`src/rtl/lc3b_pkg.sv`:
```
// Shared LC-3b definitions: memory-interface states,
// lane-geometry helpers and byte sign extension.
package lc3b_pkg;

    typedef enum logic [1:0] {
        IDLE,
        BUSY,
        RESP
    } state_t;

    // Widest datapath any derivative is expected to use.
    localparam int SEXT_W = 256;

    function automatic int lanes_of(input int dw);
        return dw / 8;
    endfunction

    function automatic int lb_of(input int dw);
        return $clog2(dw / 8);
    endfunction

    function automatic logic [SEXT_W-1:0] sext8(input logic [7:0] b);
        return {{(SEXT_W-8){b[7]}}, b};
    endfunction

endpackage

```
`src/rtl/lc3b_byte_lane.sv`:
```
// Byte-lane steering: byte enables, store-data replication
// and load-data lane select with sign extension.
module lc3b_byte_lane
    import lc3b_pkg::*;
#(
    parameter int DATA_W = 16,
    parameter int LANES  = DATA_W / 8,
    parameter int LB     = $clog2(LANES)
) (
    input  logic [LB-1:0]     lane,
    input  logic              is_byte,
    input  logic              write,
    input  logic [DATA_W-1:0] wdata,
    input  logic [DATA_W-1:0] rdata,
    output logic [LANES-1:0]  be,
    output logic [DATA_W-1:0] wdata_out,
    output logic [DATA_W-1:0] rdata_out
);

    logic [DATA_W-1:0] shifted;
    logic [SEXT_W-1:0] ext;

    assign shifted = rdata >> {lane, 3'b000};
    assign ext     = sext8(shifted[7:0]);

    // Steer lanes for the access size; stores return no data.
    always_comb begin
        be        = '1;
        wdata_out = wdata;
        rdata_out = rdata;
        if (is_byte) begin
            be = LANES'(1) << lane;
        end
        if (write && is_byte) begin
            wdata_out = {LANES{wdata[7:0]}};
        end
        if (write) begin
            rdata_out = '0;
        end else if (is_byte) begin
            rdata_out = ext[DATA_W-1:0];
        end
    end

endmodule

```
`src/rtl/lc3b_mem_if.sv`:
```
// LC-3b memory interface: valid/ready request channel to an
// ack-based memory port with lane steering and wait timeout.
module lc3b_mem_if
    import lc3b_pkg::*;
#(
    parameter int DATA_W  = 16,
    parameter int ADDR_W  = 16,
    parameter int TIMEOUT = 15,
    parameter int LANES   = lanes_of(DATA_W),
    parameter int LB      = lb_of(DATA_W)
) (
    input  logic              clk,
    input  logic              reset,
    input  logic              req_valid,
    input  logic              req_write,
    input  logic              req_byte,
    input  logic [ADDR_W-1:0] req_addr,
    input  logic [DATA_W-1:0] req_wdata,
    output logic              req_ready,
    output logic              rsp_valid,
    output logic [DATA_W-1:0] rsp_rdata,
    output logic              rsp_err,
    output logic              mem_en,
    output logic              mem_we,
    output logic [LANES-1:0]  mem_be,
    output logic [ADDR_W-LB-1:0] mem_addr,
    output logic [DATA_W-1:0] mem_wdata,
    input  logic [DATA_W-1:0] mem_rdata,
    input  logic              mem_ack
);

    localparam int CW = $clog2(TIMEOUT + 1);

    state_t            state;
    logic [CW-1:0]     cnt;
    logic [CW-1:0]     cnt_nxt;
    logic              q_write;
    logic              q_byte;
    logic [ADDR_W-1:0] q_addr;
    logic [DATA_W-1:0] q_wdata;
    logic [LANES-1:0]  lane_be;
    logic [DATA_W-1:0] lane_wdata;
    logic [DATA_W-1:0] lane_rdata;
    logic              misaligned;

    lc3b_byte_lane #(
        .DATA_W (DATA_W),
        .LANES  (LANES),
        .LB     (LB)
    ) u_lane (
        .lane      (q_addr[LB-1:0]),
        .is_byte   (q_byte),
        .write     (q_write),
        .wdata     (q_wdata),
        .rdata     (mem_rdata),
        .be        (lane_be),
        .wdata_out (lane_wdata),
        .rdata_out (lane_rdata)
    );

    assign misaligned = !req_byte && (req_addr[LB-1:0] != '0);
    assign cnt_nxt    = (cnt == CW'(TIMEOUT)) ? cnt : cnt + 1'b1;
    assign req_ready  = (state == IDLE);

    // Memory port is driven from the latched request only while
    // mem_en is up, so an asynchronous reset clears it at once.
    assign mem_we    = mem_en & q_write;
    assign mem_be    = mem_en ? lane_be : '0;
    assign mem_addr  = mem_en ? q_addr[ADDR_W-1:LB] : '0;
    assign mem_wdata = mem_en ? lane_wdata : '0;

    // Request FSM: accept, wait for ack or timeout, respond.
    always_ff @(posedge clk or negedge reset) begin
        if (!reset) begin
            state     <= IDLE;
            cnt       <= '0;
            q_write   <= 1'b0;
            q_byte    <= 1'b0;
            q_addr    <= '0;
            q_wdata   <= '0;
            mem_en    <= 1'b0;
            rsp_valid <= 1'b0;
            rsp_err   <= 1'b0;
            rsp_rdata <= '0;
        end else begin
            rsp_valid <= 1'b0;
            case (state)
                IDLE: begin
                    if (req_valid) begin
                        q_write <= req_write;
                        q_byte  <= req_byte;
                        q_addr  <= req_addr;
                        q_wdata <= req_wdata;
                        cnt     <= '0;
                        if (misaligned) begin
                            state     <= RESP;
                            rsp_valid <= 1'b1;
                            rsp_err   <= 1'b1;
                            rsp_rdata <= '0;
                        end else begin
                            state  <= BUSY;
                            mem_en <= 1'b1;
                        end
                    end
                end
                BUSY: begin
                    cnt <= cnt_nxt;
                    if (mem_ack) begin
                        state     <= RESP;
                        mem_en    <= 1'b0;
                        rsp_valid <= 1'b1;
                        rsp_err   <= 1'b0;
                        rsp_rdata <= lane_rdata;
                    end else if (cnt_nxt == CW'(TIMEOUT)) begin
                        state     <= RESP;
                        mem_en    <= 1'b0;
                        rsp_valid <= 1'b1;
                        rsp_err   <= 1'b1;
                        rsp_rdata <= '0;
                    end
                end
                RESP: begin
                    state <= IDLE;
                end
                default: begin
                    state  <= IDLE;
                    mem_en <= 1'b0;
                end
            endcase
        end
    end

endmodule
```
`config.mk`:
```
export PLATFORM = sky130hd
export DESIGN_NAME = lc3b_mem_if
export DESIGN_NICKNAME = d
export VERILOG_FILES = /design/src/rtl/lc3b_pkg.sv /design/src/rtl/lc3b_byte_lane.sv /design/src/rtl/lc3b_mem_if.sv
export SDC_FILE = /design/constraint.sdc
export NUM_CORES = 1
export LEC_CHECK = 0
export CORE_MARGIN = 2
export CORE_UTILIZATION = 25
export DETAILED_ROUTE_END_ITERATION = 8
export MAX_ROUTING_LAYER = met4
export SLEW_MARGIN = 20
export SYNTH_ARGS = -nofsm -noshare
export SYNTH_HDL_FRONTEND = slang
export SYNTH_HIERARCHICAL = 1
export SYNTH_SLANG_ARGS = --single-unit
```
`constraint.sdc`:
```
create_clock -name clk -period 4.9 [get_ports clk]
set_clock_uncertainty 0.15 [all_clocks]
set_input_delay 1.225 -clock clk [delete_from_list [all_inputs] [get_ports clk]]
set_output_delay 1.225 -clock clk [all_outputs]
set_load 0.02 [all_outputs]
```
==> results.md <==
- Status: finished, final reports clean
- Synth top cells by count: nand2_1, dfrtp_1, and2_1
- Crit path required time: ~3500 ps
- Ys async rst share: 100%
- Crit path cell chain: nand2_2 -> mux2_2 -> and2_1 -> clkdlybuf4s50_1
- R2R cell count: 5
- Synthesis-to-finish area growth: 47.8%
- CTS Root Cell: clkbuf_16
- Final setup vio count: 0
- Final non-filler cell total: 572
- R2R setup slack: 2790 ps
- Total GRT Usage: roughly an eighth
- Clock latency on the worst-skew pair: 320 ps
- Warnings, synthesis: 6
- Crit. Startpoint: q_byte$_DFFE_PN0P_
- Post-synth EDFFs: 0
- Cell Area, Placed: 4050 um^2
- Total gr overflow: 0
- Synth top area share: 50.4%
- Vias in the first global route: 2616
- Power Dens Cells: 619 nW/um^2
- Top cells by area, synth: dfrtp_1, nand2_1, and2_1
- Max Slew Vio Count: 0
- Die Wd: 112 um
- Total die area: 12600 um^2
- Mean Syn Cell Area: 8.90 um^2
- Share of cells above drive strength 1: about 7.7%
- Met1 Track Usage GR: 17.3%
- Avg WL per Cell: roughly 14 um
- First-pass GRT wire length: 12900 um
- CTS tree: built
- Syn_nets: 384
- Post-synthesis cell area: 2930 um^2
- Iter 0 DRT Violations: 139
- Placed cells: 557
- Most common cell in the synthesized netlist: nand2_1
- Hold_ws: 319 ps
- Fillers: about 1200
- Total CTS buffers: 9
- Max Cap Violations: 0
- DR vias: roughly 2600
- Worst setup path end: mem_wdata[13]
- Seq/Total Area, Yosys: 50.4%
- Largest net degree at the start of global routing: 60
- Maximum clock path buffer count: 2
- Core area: ~11000 um^2
- Gr busiest metal: met2
- Vias per Instance: 4.47
- Dpl ws: 1500 ps
- H-Tree Level Count: 3
- Fmax achieved: around 0.27 GHz
- Final core utilization: a little under two fifths
- Hold_buf cts: 0
- Post-route ant nets: 0
- Critical path's largest stage delay: 700 ps
- Input/output buffers: between 100 and 150
- Die H: ~110 um
- Crit start category: register
- Critical path class: reg -> out
- Synth Instances: roughly 330
- First-pass DRT Iterations: 4
- Max_slew headroom: 42.8%
- Crit path max-delay cell type: dfrtp_1
- GR Util met2: 19.5%
- Final min period: between 3000 and 4000 ps
- Main flop type after synthesis: dfrtp_1
- Synth unique cells: 33
- DRT Wirelength: 7860 um
- Reg clk slew, reported paths: 50 ps
- Stages on the worst setup path: 4
- Max rail drop VDD: ~0.28 mV
- Post-DP HPWL: 5450 um
- Antenna cell count: 0
- Final worst setup slack: 1170 ps
- Tightest Pin Transition: 858 ps
- CP Max Fanout: 20
- Count of state elements after synthesis: 59
- GP Congestion: between 0.9 and 1
- Largest area contributor in the netlist: dfrtp_1
- R2r endpoint: rsp_rdata[11]$_DFFE_PN0P_
- Leakage: 1.99 nW
- WP buf/inv: 1
- Tot Pwr: 2.68 mW
- Crit path max-delay family: flip-flops
- Num rows: 39
- Met3 Use GR: 3.51%
- NumNets Final: 480
- Initial Util: 25.6%
- # DRC: 0
- Crit end category: output port
- RSZ-0062 raised after global routing: no
- Final hold vios: 0
- Io pins: 108
- # resized after CTS: 0
- Sinks on Clock Net: 59
- Initial antenna violation count: 0
- Tightest Hold Check Type: reg -> reg
- Fin Setup TNS: 0 ps
- Post-CTS Setup Bufs: 0
- Fin area: about 4300 um^2
- Final worst-path cycle share: about three quarters
- CP Data Arrival Time: 2360 ps
- Reg-to-reg startpoint: cnt[0]$_DFFE_PN0P_
==> sequential cells by signal, indices dropped and copies added (netlist names) <==
signal,cells
q_byte,1
q_write,1
state,2
q_addr,16
q_wdata,16
rsp_rdata,16
rsp_valid,1
rsp_err,1
cnt,4
mem_en,1
==> layer usage <==
layer / routed length [um] / vias up
li1: - / 1256
met1: 3640 / 1183
met2: 3520 / 101
met3: 577 / 14
met4: 126 / 0
met5: 0 / -
==> cell families (layout without fill, tap and decap cells) <==
kind of cell / Yosys count / count (layout) / share of synthesized area [%]
compound gates: 36 / 36 / 9.28
simple gates: 192 / 192 / 29.8
fa+ha+maj: 1 / 1 / 0.427
xor+xnor: 1 / 1 / 0.299
flops: 59 / 59 / 50.4
buf+inv: 29 / 129 / 5.64
mux: 11 / 11 / 4.10
==> placed cells by master, fill, tap and decap left out, types with 3 or more instances in the layout <==
| cell type | instances |
|---|---|
| buf_4 | 3 |
| and2_1 | 35 |
| nand2b_1 | 4 |
| mux2i_1 | 3 |
| a22o_1 | 16 |
| nor2_1 | 17 |
| clkbuf_16 | 9 |
| nand2_1 | 116 |
| nand3_1 | 8 |
| dfrtp_1 | 59 |
| nor3_1 | 3 |
| o21ai_0 | 3 |
| clkbuf_8 | 3 |
| mux2_2 | 8 |
| a21oi_1 | 10 |
| clkdlybuf4s50_1 | 106 |
==> where the power goes <==
part           switching (mW)  internal (mW)  leakage (nW)
clock                   0.210          0.379         0.141
combinational           0.614          0.624          1.10
sequential              0.177          0.677         0.745
==> area by class of cell <==
type	instances	area [um^2]	share of cell area (%)
timing repair buffer	110	1090	25.2
inverter	4	15.0	0.347
clock inverter	2	10.0	0.231
clock buffer	13	270	6.25
sequential	59	1480	34.1
multi-input combinational	241	1290	29.8
tap	143	179	4.14
==> worst min-delay path: stages (launching register included) <==
cell and delay, ps:
dfrtp_1 330, nand2_1 50, nand2_1 60
==> worst min-delay path by stage <==
stage,from,endpoint,slack (ps),depth (start not counted)
floorplan,q_addr[10]$_DFFE_PN0P_,q_addr[10]$_DFFE_PN0P_,290,2
global placement,q_addr[4]$_DFFE_PN0P_,q_addr[4]$_DFFE_PN0P_,300,2
global route,q_addr[10]$_DFFE_PN0P_,q_addr[10]$_DFFE_PN0P_,340,2
detailed placement,q_addr[8]$_DFFE_PN0P_,q_addr[8]$_DFFE_PN0P_,300,2
finish,q_addr[7]$_DFFE_PN0P_,q_addr[7]$_DFFE_PN0P_,320,2
CTS,q_addr[7]$_DFFE_PN0P_,q_addr[7]$_DFFE_PN0P_,320,2
Power figures use the tool's default switching activity.
